--- src/rtl/rv32m_muldiv_seq_pkg.sv ---
// Shared definitions for the RV32M multiply/divide sequencer: funct3 codes and FSM states.
package rv32m_muldiv_seq_pkg;

  localparam logic [2:0] F3_MUL    = 3'b000;
  localparam logic [2:0] F3_MULH   = 3'b001;
  localparam logic [2:0] F3_MULHSU = 3'b010;
  localparam logic [2:0] F3_MULHU  = 3'b011;
  localparam logic [2:0] F3_DIV    = 3'b100;
  localparam logic [2:0] F3_DIVU   = 3'b101;
  localparam logic [2:0] F3_REM    = 3'b110;
  localparam logic [2:0] F3_REMU   = 3'b111;

  typedef enum logic [1:0] {
    S_IDLE = 2'd0,
    S_ITER = 2'd1,
    S_DONE = 2'd2
  } state_t;

endpackage

--- src/rtl/rv32m_muldiv_seq_if.sv ---
// EX-stage request/response bundle for the multi-cycle RV32M unit.
interface rv32m_muldiv_seq_if #(
  parameter int XLEN = 32
);
  logic            start_i;
  logic [2:0]      funct3_i;
  logic [XLEN-1:0] op_a_i;
  logic [XLEN-1:0] op_b_i;
  logic [4:0]      rd_i;
  logic            flush_i;
  logic            stall_o;
  logic            busy_o;
  logic            done_o;
  logic [XLEN-1:0] result_o;
  logic [4:0]      rd_o;

  modport master (
    output start_i, funct3_i, op_a_i, op_b_i, rd_i, flush_i,
    input  stall_o, busy_o, done_o, result_o, rd_o
  );

  modport slave (
    input  start_i, funct3_i, op_a_i, op_b_i, rd_i, flush_i,
    output stall_o, busy_o, done_o, result_o, rd_o
  );
endinterface

--- src/rtl/rv32m_muldiv_core.sv ---
// Radix-2 datapath: shift-add multiply or restoring divide on unsigned magnitudes.
module rv32m_muldiv_core #(
  parameter int XLEN = 32
) (
  input  logic              clk_i,
  input  logic              load,
  input  logic              step,
  input  logic              is_div,
  input  logic [XLEN-1:0]   a_mag,
  input  logic [XLEN-1:0]   b_mag,
  output logic [2*XLEN-1:0] acc_next
);

  logic [2*XLEN-1:0] acc_q;
  logic [XLEN-1:0]   b_q;
  logic [XLEN:0]     top;
  logic [XLEN-1:0]   trial;
  logic [XLEN:0]     add_sum;

  // NOTE: every always_comb output gets a default first so no path can infer a latch.
  always_comb begin
    acc_next = acc_q;
    top      = '0;
    trial    = '0;
    add_sum  = '0;
    if (is_div) begin
      // Upper half after the left shift; the trial difference always fits XLEN bits when kept.
      top   = acc_q[2*XLEN-1:XLEN-1];
      trial = top[XLEN-1:0] - b_q;
      if (top >= {1'b0, b_q}) acc_next = {trial, acc_q[XLEN-2:0], 1'b1};
      else                    acc_next = {top[XLEN-1:0], acc_q[XLEN-2:0], 1'b0};
    end else begin
      add_sum  = {1'b0, acc_q[2*XLEN-1:XLEN]} + (acc_q[0] ? {1'b0, b_q} : '0);
      acc_next = {add_sum, acc_q[XLEN-1:1]};
    end
  end

  // NOTE: datapath registers carry no reset; they are always loaded before they are read.
  always_ff @(posedge clk_i) begin
    if (load) begin
      acc_q <= {{XLEN{1'b0}}, a_mag};
      b_q   <= b_mag;
    end else if (step) begin
      acc_q <= acc_next;
    end
  end

endmodule

--- src/rtl/rv32m_muldiv_seq.sv ---
// RV32M sequencer: FSM, iteration counter, shortcut detection and sign fix-up around the core.
module rv32m_muldiv_seq
  import rv32m_muldiv_seq_pkg::*;
#(
  parameter int XLEN = 32
) (
  input logic               clk_i,
  input logic               reset_i,
  rv32m_muldiv_seq_if.slave bus
);

  localparam int CW = $clog2(XLEN);
  localparam logic [XLEN-1:0] MIN_VAL = {1'b1, {(XLEN-1){1'b0}}};

  state_t            state;
  logic [CW-1:0]     count;
  logic [2:0]        f3_q;
  logic              neg_res_q, neg_rem_q;
  logic [XLEN-1:0]   stage_q, result_q;
  logic [4:0]        stage_rd_q, rd_hold_q;

  logic              a_signed, b_signed, a_neg, b_neg;
  logic              div_zero, div_ovf, accept;
  logic [XLEN-1:0]   a_mag, b_mag, short_res, final_res;
  logic [2*XLEN-1:0] acc_next, prod;

  always_comb begin
    a_signed  = 1'b0;
    b_signed  = 1'b0;
    short_res = '0;
    case (bus.funct3_i)
      F3_MUL, F3_MULH, F3_DIV, F3_REM: begin a_signed = 1'b1; b_signed = 1'b1; end
      F3_MULHSU:                       a_signed = 1'b1;
      default: ;
    endcase
    a_neg    = a_signed & bus.op_a_i[XLEN-1];
    b_neg    = b_signed & bus.op_b_i[XLEN-1];
    a_mag    = a_neg ? -bus.op_a_i : bus.op_a_i;
    b_mag    = b_neg ? -bus.op_b_i : bus.op_b_i;
    div_zero = bus.funct3_i[2] && (bus.op_b_i == '0);
    div_ovf  = (bus.funct3_i == F3_DIV || bus.funct3_i == F3_REM) &&
               (bus.op_a_i == MIN_VAL) && (bus.op_b_i == '1);
    case (bus.funct3_i)
      F3_DIV:  short_res = div_zero ? '1 : MIN_VAL;
      F3_DIVU: short_res = '1;
      F3_REM:  short_res = div_zero ? bus.op_a_i : '0;
      F3_REMU: short_res = bus.op_a_i;
      default: short_res = '0;
    endcase
  end

  assign accept = (state == S_IDLE) && bus.start_i && !bus.flush_i;

  rv32m_muldiv_core #(.XLEN(XLEN)) u_core (
    .clk_i    (clk_i),
    .load     (accept),
    .step     (state == S_ITER),
    .is_div   (f3_q[2]),
    .a_mag    (a_mag),
    .b_mag    (b_mag),
    .acc_next (acc_next)
  );

  // Sign fix-up reads the core's post-step value so the result lands in the DONE cycle.
  always_comb begin
    prod = neg_res_q ? -acc_next : acc_next;
    case (f3_q)
      F3_MUL:                      final_res = prod[XLEN-1:0];
      F3_MULH, F3_MULHSU, F3_MULHU: final_res = prod[2*XLEN-1:XLEN];
      F3_DIV, F3_DIVU:             final_res = neg_res_q ? -acc_next[XLEN-1:0] : acc_next[XLEN-1:0];
      default:                     final_res = neg_rem_q ? -acc_next[2*XLEN-1:XLEN]
                                                         : acc_next[2*XLEN-1:XLEN];
    endcase
  end

  // NOTE: all sequential state uses non-blocking assignments so every register samples pre-edge values.
  always_ff @(posedge clk_i) begin
    if (reset_i) begin
      state      <= S_IDLE;
      count      <= '0;
      f3_q       <= F3_MUL;
      neg_res_q  <= 1'b0;
      neg_rem_q  <= 1'b0;
      stage_q    <= '0;
      stage_rd_q <= '0;
      result_q   <= '0;
      rd_hold_q  <= '0;
    end else begin
      case (state)
        S_IDLE: if (accept) begin
          f3_q       <= bus.funct3_i;
          neg_res_q  <= a_neg ^ b_neg;
          neg_rem_q  <= a_neg;
          stage_rd_q <= bus.rd_i;
          if (div_zero || div_ovf) begin
            state   <= S_DONE;
            stage_q <= short_res;
          end else begin
            state <= S_ITER;
            count <= CW'(XLEN - 1);
          end
        end
        S_ITER: begin
          if (bus.flush_i) begin
            state <= S_IDLE;
          end else if (count == '0) begin
            state   <= S_DONE;
            stage_q <= final_res;
          end else begin
            count <= count - 1'b1;
          end
        end
        S_DONE: begin
          state <= S_IDLE;
          if (!bus.flush_i) begin
            result_q  <= stage_q;
            rd_hold_q <= stage_rd_q;
          end
        end
        default: state <= S_IDLE;
      endcase
    end
  end

  // A flush in the DONE cycle suppresses the pulse and keeps the previously held result visible.
  assign bus.stall_o  = accept || (state == S_ITER);
  assign bus.busy_o   = (state != S_IDLE);
  assign bus.done_o   = (state == S_DONE) && !bus.flush_i;
  assign bus.result_o = bus.done_o ? stage_q : result_q;
  assign bus.rd_o     = bus.done_o ? stage_rd_q : rd_hold_q;

endmodule
--- src/flat_wrapper.sv ---
// flat-port wrapper written by rule: the top's interface ports become plain ports
module rv32m_muldiv_seq_flat import rv32m_muldiv_seq_pkg::*;
#(
  parameter int XLEN = 32
)
  (clk_i, reset_i, bus_start_i, bus_funct3_i, bus_op_a_i, bus_op_b_i, bus_rd_i, bus_flush_i, bus_stall_o, bus_busy_o, bus_done_o, bus_result_o, bus_rd_o);
  rv32m_muldiv_seq_if #(.XLEN(XLEN)) bus_i ();
  input logic clk_i;
  input logic reset_i;
  input wire logic [$bits(bus_i.start_i)-1:0] bus_start_i;
  input wire logic [$bits(bus_i.funct3_i)-1:0] bus_funct3_i;
  input wire logic [$bits(bus_i.op_a_i)-1:0] bus_op_a_i;
  input wire logic [$bits(bus_i.op_b_i)-1:0] bus_op_b_i;
  input wire logic [$bits(bus_i.rd_i)-1:0] bus_rd_i;
  input wire logic [$bits(bus_i.flush_i)-1:0] bus_flush_i;
  output wire logic [$bits(bus_i.stall_o)-1:0] bus_stall_o;
  output wire logic [$bits(bus_i.busy_o)-1:0] bus_busy_o;
  output wire logic [$bits(bus_i.done_o)-1:0] bus_done_o;
  output wire logic [$bits(bus_i.result_o)-1:0] bus_result_o;
  output wire logic [$bits(bus_i.rd_o)-1:0] bus_rd_o;
  assign bus_i.start_i = bus_start_i;
  assign bus_i.funct3_i = bus_funct3_i;
  assign bus_i.op_a_i = bus_op_a_i;
  assign bus_i.op_b_i = bus_op_b_i;
  assign bus_i.rd_i = bus_rd_i;
  assign bus_i.flush_i = bus_flush_i;
  assign bus_stall_o = bus_i.stall_o;
  assign bus_busy_o = bus_i.busy_o;
  assign bus_done_o = bus_i.done_o;
  assign bus_result_o = bus_i.result_o;
  assign bus_rd_o = bus_i.rd_o;
  rv32m_muldiv_seq #(.XLEN(XLEN)) u_core (.clk_i(clk_i), .reset_i(reset_i), .bus(bus_i));
endmodule
--- config.mk ---
export PLATFORM = sky130hd
export DESIGN_NAME = rv32m_muldiv_seq_flat
export DESIGN_NICKNAME = d
export VERILOG_FILES = /design/src/rtl/rv32m_muldiv_seq_pkg.sv /design/src/rtl/rv32m_muldiv_seq_if.sv /design/src/rtl/rv32m_muldiv_core.sv /design/src/rtl/rv32m_muldiv_seq.sv /design/src/flat_wrapper.sv
export SDC_FILE = /design/constraint.sdc
export NUM_CORES = 1
export LEC_CHECK = 0
export BUFFER_PORTS_ARGS = -buffer_cell sky130_fd_sc_hd__clkbuf_2
export CAP_MARGIN = 30
export CORE_UTILIZATION = 57
export CTS_CLUSTER_SIZE = 30
export DETAILED_ROUTE_END_ITERATION = 10
export MAX_ROUTING_LAYER = met4
export PLACE_DENSITY_LB_ADDON = 0.12
export SYNTH_ARGS = -nofsm -noshare
export SYNTH_HDL_FRONTEND = slang
export SYNTH_SLANG_ARGS = --single-unit
--- constraint.sdc ---
create_clock -name clk_i -period 6.41 [get_ports clk_i]
set_input_delay 0.3205 -clock clk_i [delete_from_list [all_inputs] [get_ports clk_i]]
set_output_delay 0.3205 -clock clk_i [all_outputs]
set_load 0.02 [all_outputs]
# Word level (Yosys, flattened, before mapping)
# Index checks and enable logic that the tools add are counted.
dict set report word_totals {
  regBits 182
  inputBits 76
  out_inout_bits 40
}
dict set report classes {
  n_addsub 8
  n_lt_le_gt_ge 1
  eq_ne 22
  n_mux 33
  bitwise_logic 4
  n_reduce_logical 27
}
# op n
set ops {}
lappend ops {{$mux W32} 13}
lappend ops {{$mux W64} 3}
lappend ops {{$neg A32 Y32} 4}
lappend ops {{$pmux W32 S4} 1}
lappend ops {{$pmux W32 S3} 1}
lappend ops {{$eq A32 B32 Y1 const B} 2}
lappend ops {{$neg A64 Y64} 1}
lappend ops {{$pmux W32 S2} 1}
lappend ops {{$add A32 B32 Y33} 1}
lappend ops {{$ge A33 B32 Y1} 1}
lappend ops {{$logic_not A32 Y1} 1}
lappend ops {{$sub A32 B32 Y32} 1}
lappend ops {{$mux W31} 1}
lappend ops {{$mux W5} 5}
lappend ops {{$eq A3 B3 Y1 const B} 6}
lappend ops {{$pmux W5 S2} 1}
lappend ops {{$reduce_and A5 Y1} 2}
lappend ops {{$eq A3 B2 Y1 const B} 3}
lappend ops {{$mux W2} 4}
lappend ops {{$ne A2 B2 Y1 const B} 4}
lappend ops {{$eq A3 B1 Y1 const B} 2}
lappend ops {{$logic_and A1 B1 Y1} 6}
lappend ops {{$logic_not A3 Y1} 2}
lappend ops {{$reduce_and A2 Y1} 3}
lappend ops {{19 further kinds} 26}

# Longest topological paths before layout
# Gate-level depths: netlist of run 1.
dict set report logic_depth {
  word_depth 9
  ltp_mapped 24
  depth_no_buf 20
}

# Modules after synthesis
# A second synthesis of run 1 with hierarchy kept.
dict set report unflattened {
  hier_cells 2095
  area_unflattened_um2 16811.1
}
# module n_inst cells_per_inst area_each_um2 seq_area_each_um2
set by_module_without_submodules {}
lappend by_module_without_submodules {rv32m_muldiv_core 1 956 8523.2 2562.5}
lappend by_module_without_submodules {rv32m_muldiv_seq 1 1139 8287.9 1721.7}

# Worst setup path before layout of run 1
# No wires, ideal clock.
dict set report synth_timing {
  path_kind {flip-flop to flip-flop}
  from {reg u_core.u_core.b_q[24]}
  to {reg u_core.stage_q[30]}
  setup_time_ns 0.074
  arrival_ns 4.754
  required_time_ns 6.336
  setup_slack_ns 1.582
  path_stages_with_launch 23
  n_path_buf 4
  path_cell_list {edfxtp_1 -> inv_1 -> ha_1 -> buf_2 -> a21o_1 -> o21bai_1 -> a221oi_2 -> and3_1 -> buf_2 -> nand3_4 -> buf_2 -> buf_4 -> nand2_1 -> a21boi_0 -> ha_1 -> nand4_1 -> or3_1 -> nand2b_2 -> nor4_2 -> nand2_1 -> or4_1 -> a31o_1 -> a31oi_1}
}
dict set report synth_via {
  elab_chain_len 9
  elab_cells_between_ends 16
}
# element line
set synth_lines {}
lappend synth_lines {{start: declaration} rv32m_muldiv_core.sv:15} ;# logic [XLEN-1:0] b_q;
lappend synth_lines {{start signal: assignment} rv32m_muldiv_core.sv:42} ;# b_q <= b_mag;
lappend synth_lines {{$mux W32 (tied with other cells)} rv32m_muldiv_core.sv:33} ;# add_sum = {1'b0, acc_q[2*XLEN-1:XLEN]} + (acc_q[0] ? {1'b0, b_q} : '0);
lappend synth_lines {{$add A32 B32 Y33 or $mux W64 (tied branches)} {rv32m_muldiv_core.sv:33, rv32m_muldiv_core.sv:30}}
lappend synth_lines {{$mux W64 *} rv32m_muldiv_core.sv:26} ;# if (is_div) begin
lappend synth_lines {{$neg A64 Y64 (tied with other cells)} rv32m_muldiv_seq.sv:66} ;# prod = neg_res_q ? -acc_next : acc_next;
lappend synth_lines {{$mux W64 (tied with other cells)} rv32m_muldiv_seq.sv:66}
lappend synth_lines {{$pmux W32 S3 *} rv32m_muldiv_seq.sv:67} ;# case (f3_q)
lappend synth_lines {{$mux W32 *} rv32m_muldiv_seq.sv:106} ;# end else if (count == '0) begin
lappend synth_lines {{$mux W32 *} rv32m_muldiv_seq.sv:104} ;# if (bus.flush_i) begin
lappend synth_lines {{$pmux W32 S2 *} rv32m_muldiv_seq.sv:89} ;# case (state)
lappend synth_lines {{end signal: assignment} rv32m_muldiv_seq.sv:97} ;# stage_q <= short_res;
lappend synth_lines {{end signal: assignment} rv32m_muldiv_seq.sv:108} ;# stage_q <= final_res;
lappend synth_lines {{end: declaration} rv32m_muldiv_seq.sv:19} ;# logic [XLEN-1:0] stage_q, result_q;
# Mark *: on every way between the ends. The rest lies on a longest branch, timed or not. The select of a mux whose other input is x is not followed.
# A chain may end at the register's enable or synchronous reset.

# Final worst setup path of run 1
dict set report layout_timing {
  from {reg u_core.u_core.b_q[23]}
  to {reg u_core.stage_q[28]}
}
# The elaborated chain is that of the path after synthesis.

==> metrics.txt, run 1 <==
worst-margin pin slew about 0.97 ns; final weighted congestion in routability-driven placement between 1 and 1.5; R2R depth 16; CTS Hold Bufs 0; # H-tree levels 4; all-layer global routing usage about 45%; Post-DP Area 18,000 µm²; Max Cap Viol 0; Mapped Nets around 2,400; maximum vdd drop 240 µV; port buffer count 115; DR pass1 iterations 6; vias in the first global route between 15,000 and 20,000; FFs w/ async S/R, synth 0%; Syn Inst Count 2,206; clk sinks between 150 and 200; GRT overflow 0; Cell variety after synth 105; number of buffers created by CTS 17; worst hold-check path type in -> reg; synth top area cells dfxtp_1, edfxtp_1, a21oi_1; root buffer cell clkbuf_16; Final Worst Setup Slack 0.391 ns; Crit path max-delay family simple AND/OR/NAND/NOR gates; status complete, no violations; final std cells w/o fill roughly 2,700; fin area ~19,000 µm²; Tmin final approximately 6 ns; CP Buf/Inv Count 1; core area 29,700 µm²; I/O pins around 120; leak pwr roughly 7.1 nW; nets between 2,000 and 2,500; CTS max path bufs 2; Detail Route met2 WL between 20,000 and 30,000 µm; largest net degree at the start of global routing 89; Fin Setup TNS 0 ns; dpl cells roughly 2,600; initial core utilization between 50% and 60%; flops & latches, synth around 180; total wire length 68,300 µm; register area roughly 4300 µm²; area grow syn2layout 8.06%; Worst Setup Start Kind register; Setup CP Type reg -> reg; Synth area leader dfxtp_1; Pins Over Slew Limit 0; Die Wd approximately 180 µm; routed vias/inst approximately 7.0; Fin. Hold Viols 0; Hold EP u_core.state[0]$_SDFFE_PP0P_; Yosys top cell area share between 10% and 20%; Tcrit/Tclk final a little over nine tenths; RSZ-0062 raised after global routing no; r2r setup slk 0.39 ns; first-pass GRT wire length roughly 100,000 µm; Finish-stage setup viols 0; RR Startpoint u_core.u_core.b_q[23]$_DFFE_PP_; WL/cell 25.7 µm; Post-synth EDFFs 64; critical path cell sequence inv_1, ha_1, nand4_1, nor4_1, nand3_1, and3_1, nand3_4, mux2_2, a21oi_1, ha_1, o211ai_2, nor3_2, nand4_1, o311a_1, o211ai_1, a221oi_1; Synth Cell Area around 17,000 µm²; Critical Path Fanout Max 14; highest metal used met4; Reg clk slew, reported paths 0.07 ns; met3 WL post-DR a little over 9000 µm; mean post-synth cell area 7.81 µm²; vias between 15,000 and 20,000; Metal-1 WL 27,800 µm; Post-CTS Resized 0; Critical Path RT between 6 and 7 ns; sequential area share after synthesis between 20% and 30%; post-route ant nets 0; Yosys warning total 0; Iteration-0 DRC Markers between 3,000 and 4,000; crit-path max cell delay between 0.8 and 0.9 ns; Die Ht about 180 µm; R2R Path End u_core.stage_q[28]$_SDFFE_PP0P_; Worst setup EP type register; clock skew approximately 0.015 ns; Data arrival, critical path between 6 and 7 ns; clk_lat worst skew 0.47 ns; fraction of layout cells with a size suffix above 1 roughly 14%; hold wc startpoint bus_flush_i; Cell Rows 63; CTS tree built; Fill cells 2,648; antenna violations before repair 5; Post-DP HPWL about 52,000 µm; post-CTS setup buffer count 0; Peak Freq 166 MHz; pre-CTS setup slack between 0.7 and 0.8 ns; Power per Cell Area about 250 nW/µm²; Multi-input gate area ~12,000 µm²; DRC 0; WHS Path Cells 2; Slew Limit Headroom 34.5%; leading register cell type out of synthesis dfxtp_1; die footprint 30,900 µm²; CP max stage cell nor4_1
==> metal layers <==
metal	GRT usage, %	vias up
met4	18.2	0
li1	-	8356
met2	63.2	1281
met1	60.9	8766
met3	10.8	188
met5	-	-
==> sequential cells by signal (all words and copies together), names as in the netlist <==
register,flops
u_core.f3_q,3
u_core.neg_res_q,1
u_core.u_core.acc_q,64
u_core.state,2
u_core.count,5
u_core.neg_rem_q,1
u_core.stage_q,32
u_core.u_core.b_q,32
u_core.rd_hold_q,5
u_core.result_q,32
u_core.stage_rd_q,5
==> synthesized netlist by cell type, drive strengths merged, types with 8 or more instances <==
master,n
a22o,13
nor3b,8
o41ai,16
mux2i,24
a41oi,12
nor2,183
and2,45
nand4,49
nand2,199
o31ai,29
a221oi,10
a21o,30
a31o,9
xnor2,90
o21bai,9
o211ai,32
or3,29
a21oi,196
o21ai,159
mux2,59
a211oi,31
clkbuf,92
buf,42
o22ai,10
o221ai,13
nand3,54
or2,13
edfxtp,64
inv,69
and3,15
nor3,42
or4,19
dfxtp,118
nor2b,62
a311oi,24
a21boi,11
o21a,27
a31oi,26
xor2,54
nor4,26
nand2b,21
ha,71
==> worst max path at each step <==
stage	startpoint	endpoint	slack, ns	depth (start not counted)
finish	u_core.u_core.b_q[23]$_DFFE_PP_	u_core.stage_q[28]$_SDFFE_PP0P_	0.39	16
global route	u_core.u_core.b_q[23]$_DFFE_PP_	u_core.stage_q[28]$_SDFFE_PP0P_	0.23	16
CTS	u_core.u_core.b_q[21]$_DFFE_PP_	u_core.stage_q[28]$_SDFFE_PP0P_	0.68	16
detailed placement	u_core.u_core.b_q[21]$_DFFE_PP_	u_core.stage_q[28]$_SDFFE_PP0P_	0.72	16
global placement	u_core.u_core.b_q[21]$_DFFE_PP_	u_core.stage_q[28]$_SDFFE_PP0P_	0.73	16
floorplan	u_core.u_core.b_q[24]$_DFFE_PP_	u_core.stage_q[30]$_SDFFE_PP0P_	1.58	22
==> per-stage QoR <==
step	total power (W)	hold WS, ns	util [%]
after floorplan	0.00283	0.399	-
after global placement	0.00345	0.439	60.6
after detailed placement	0.00348	0.449	60.7
after CTS	0.00454	0.0801	62.6
after global routing	0.00480	0.0835	62.6
final	0.00464	0.0876	62.6
==> area by class of cell <==
type | instances | area share, %
Multi-Input combinational cell | 1820 | 65.1
Sequential cell | 182 | 23.0
Timing Repair Buffer | 156 | 4.75
Tap cell | 390 | 2.62
Clock buffer | 19 | 2.49
Inverter | 70 | 1.41
Clock inverter | 13 | 0.551
Antenna cell | 3 | 0.0403
==> cell families after synthesis <==
| logic type | synth area share (%) |
|---|---|
| compound gates | 28.8 |
| xor+xnor | 7.32 |
| fa+ha+maj | 5.39 |
| buf+inv | 4.85 |
| flops | 24.9 |
| mux | 5.27 |
| simple gates | 23.5 |
==> report_power, final <==
part | switching (W) | internal (W) | total (W)
clock network | 0.000537 | 0.000541 | 0.00108
logic | 0.00145 | 0.000723 | 0.00217
registers | 0.000105 | 0.00129 | 0.00140
total | 0.00209 | 0.00255 | 0.00464
==> placed cells by master, fill, tap and decap left out, drive strengths merged, types with 21 or more instances in the layout <==
cell type and instances:
a311oi 24, a21o 30, o21a 27, nand3 54, a31oi 26, a21oi 196, nor4 26, and2 45
nor2b 62, ha 71, o211ai 32, mux2i 24, nor2 183, dfxtp 118, nand4 49, inv 79
nand2 199, nor3 42, buf 42, xor2 54, mux2 59, or3 29, o21ai 159, xnor2 90
clkbuf 133, edfxtp 64, o31ai 29, a211oi 31, nand2b 21
(Power assumes the default switching activity.)
==> run 2, diff against run 1 <==
--- a/config.mk
+++ b/config.mk
@@ -5,6 +5,7 @@
 export SDC_FILE = /design/constraint.sdc
 export NUM_CORES = 1
 export LEC_CHECK = 0
+export ABC_AREA = 1
 export BUFFER_PORTS_ARGS = -buffer_cell sky130_fd_sc_hd__clkbuf_2
 export CAP_MARGIN = 30
 export CORE_UTILIZATION = 57
==> metrics.txt, run 2 <==
post-CTS setup buffer count 0 (unchanged); mean post-synth cell area 6.01 µm² (-23%); clock skew 0.0139 ns (-0.00149 ns); r2r setup slk 1.50 ns (+1.11 ns); Cell variety after synth 64 (-39%); highest metal used met4; Finish-stage setup viols 0 (unchanged); most common cell after layout, fill and taps aside nand2_1; clk sinks 182 (unchanged); Critical Path Fanout Max 40 (+26); final core utilization 62.5% (-0.13 points); Post-DP HPWL 59,800 µm (+16%); count leader, synth nand2_1; worst-margin pin slew 1.01 ns (+0.0462 ns); status complete, no violations; nets 3,376 (+41%); final weighted congestion in routability-driven placement 1.16 (+1.5%); fraction of layout cells with a size suffix above 1 11.4% (-2.5 points); Post-synth EDFFs 64 (unchanged); number of buffers created by CTS 17 (unchanged); Power per Cell Area 278 nW/µm² (+12%); I/O pins 116 (unchanged); CTS tree built; Die Ht 185 µm (+5.4%); clk_lat worst skew 0.48 ns (about the same); CTS max path bufs 2 (unchanged); met3 WL post-DR 11,300 µm (+22%); WL/cell 20.4 µm (-21%); Synth area leader nand2_1; first-pass GRT wire length 112,000 µm (+10%); leak pwr 10.2 nW (+43%); leading register cell type out of synthesis dfxtp_1; DRC 0 (unchanged); sequential area share after synthesis 22.4% (-2.5 points); R2R Path End u_core.stage_q[28]$_SDFFE_PP0P_; RR Startpoint u_core.u_core.acc_q[32]$_SDFFE_PP0P_; Slew Limit Headroom 31.7% (-2.9 points); total wire length 75,300 µm (+10%); vias in the first global route 19,300 (+16%); DR pass1 iterations 9 (+3); Metal-1 WL 31,800 µm (+14%); flops & latches, synth 182 (unchanged); largest net degree at the start of global routing 113 (+27%); vias 22,100 (+19%); CP Capture Point u_core.stage_q[28]$_SDFFE_PP0P_; Peak Freq 204 MHz (+23%); Tmin final 4.91 ns (-1.11 ns); Data arrival, critical path 5.32 ns (-1.04 ns); Fin Setup TNS 0 ns (unchanged); Die Wd 185 µm (+5.4%); Crit. Startpoint u_core.u_core.acc_q[32]$_SDFFE_PP0P_; Tcrit/Tclk final 76.6% (-17 points); core area 32,800 µm² (+10%); routed vias/inst 6.01 (-14%); Post-DP Area 19,900 µm² (+10%); RSZ-0062 raised after global routing no; Worst setup EP type register; Post-CTS Resized 0 (unchanged); Largest register FFs 64 (unchanged); GRT overflow 0 (unchanged); Syn Inst Count 3,187 (+44%); worst hold-check path type in -> reg; post-route ant nets 0 (unchanged); Detail Route met2 WL 29,600 µm (+4.0%); Reg clk slew, reported paths 0.08 ns (about the same); most flop-heavy register u_core.u_core.acc_q; Iteration-0 DRC Markers 3,314 (+7.8%); Max Cap Viol 0 (unchanged); # H-tree levels 4 (unchanged); commonest cells after routing, fill and taps aside nand2_1, inv_1, nor2_1; Synth Cell Area 19,200 µm² (+11%); Critical Path RT 6.82 ns (+0.07 ns); R2R depth 27 (+11); Yosys top cell area share 16.1% (+2.4 points); top cells by count, synth nand2_1, inv_1, nor2_1; Yosys warning total 0 (unchanged); Cell Rows 66 (+4.8%); all-layer global routing usage 45.0% (+0.14 points); die footprint 34,300 µm² (+11%); antenna violations before repair 4 (-1); initial core utilization 58.4% (+0.47 points); maximum vdd drop 240 µV (about the same); Pins Over Slew Limit 0 (unchanged); root buffer cell clkbuf_16; overall power 0.00570 W (+23%); FFs w/ async S/R, synth 0% (unchanged); Fin. Hold Viols 0 (unchanged); Worst Setup Start Kind register; CTS Hold Bufs 0 (unchanged); Mapped Nets 3,336 (+42%); synth top area cells nand2_1, dfxtp_1, edfxtp_1; Setup CP Type reg -> reg; area grow syn2layout 6.97%; port buffer count 115 (unchanged); fin area 20,500 µm² (+10%); Hold WS 0.151 ns (+0.0632 ns); WHS Path Cells 3 (+1)
[run 2: cell count changes in the layout (fill, tap and decap cells not counted), moves of 24 or more]
cell and change:
and2_1 -39, or2_2 +38, a21o_1 -25, or3_1 -29
nand2_2 +35, nor2b_1 -61, nand3_1 +206, mux2_2 -59
inv_1 +419, o21ai_0 +65, nand2_1 +623, nor2_1 +147
xnor2_1 -66, o31ai_1 -24
[run 2: per-layer routing]
metal | vias to the layer above | global-route usage, %
met5 | - | -
met1 | 10100 | 62.7
met4 | 0 | 15.1
li1 | 10300 | -
met3 | 189 | 13.8
met2 | 1489 | 60.4
[run 2: logic make-up (layout without fill, tap and decap cells)]
logic type | after synthesis | in the layout | synth area share [%]
simple gates | 1691 | 1691 | 40.1
mux | 2 | 2 | 0.105
compound gates | 520 | 520 | 15.2
flops | 182 | 182 | 22.4
buf+inv | 626 | 679 | 13.1
xor+xnor | 93 | 93 | 4.25
fa+ha+maj | 73 | 73 | 4.85
other cells | 0 | 2 | 0
[run 2: cell type report]
class	count	area, µm²
diodes	2	5.00
clock buffers	18	429
clock inverters	14	176
fillers	3237	12300
inverters	510	1910
multi-input cells	2379	12400
flip-flops and latches	182	4290
well taps	442	553
repair buffers	137	741
[run 2: worst min-delay path by stage]
stage                                               start                           endpoint  slack [ns]
final                                         bus_rd_i[2]  u_core.stage_rd_q[2]$_SDFFE_PP0P_        0.15
after global routing                        bus_op_b_i[0]     u_core.u_core.b_q[0]$_DFFE_PP_        0.16
after CTS                                     bus_rd_i[3]  u_core.stage_rd_q[3]$_SDFFE_PP0P_        0.13
after detailed placement  u_core.stage_q[12]$_SDFFE_PP0P_   u_core.result_q[12]$_SDFFE_PP0P_        0.47
after global placement    u_core.stage_q[21]$_SDFFE_PP0P_   u_core.result_q[21]$_SDFFE_PP0P_        0.45
after floorplan                             bus_op_b_i[0]     u_core.u_core.b_q[0]$_DFFE_PP_        0.42
[run 2: where the power goes]
group          internal (W)  leakage [nW]  switching (W)  total [W]
sequential          0.00132          1.57       0.000112    0.00143
clock              0.000532         0.290       0.000583    0.00112
combinational      0.000878          8.34        0.00228    0.00316
[run 2: worst max-delay path, stage by stage (launching register included)]
cell,delay (ns)
dfxtp_1,0.55
ha_1,0.40
nand2_1,0.12
nor2_1,0.05
nand3_2,0.07
nand3_2,0.16
nand2_2,0.12
nand2_2,0.08
nand2_4,0.47
nand3_1,0.18
o21ai_2,0.17
ha_1,0.24
nand3b_1,0.10
nor2_1,0.19
nand2_1,0.10
nor2_1,0.15
inv_1,0.11
nor2_2,0.15
nand4_1,0.21
nor2_1,0.26
nand3_1,0.20
o21ai_2,0.25
nand3_1,0.11
nand2_1,0.09
nand2_1,0.05
nand3_1,0.08
nand2_1,0.05
a21oi_1,0.12
[run 2: stage by stage]
step	setup slack (ns)	std cells
floorplan	3.06	3187
CTS	1.71	3682
global placement	1.98	3650
global route	1.22	3684
detailed placement	1.73	3650
finish	1.50	3684
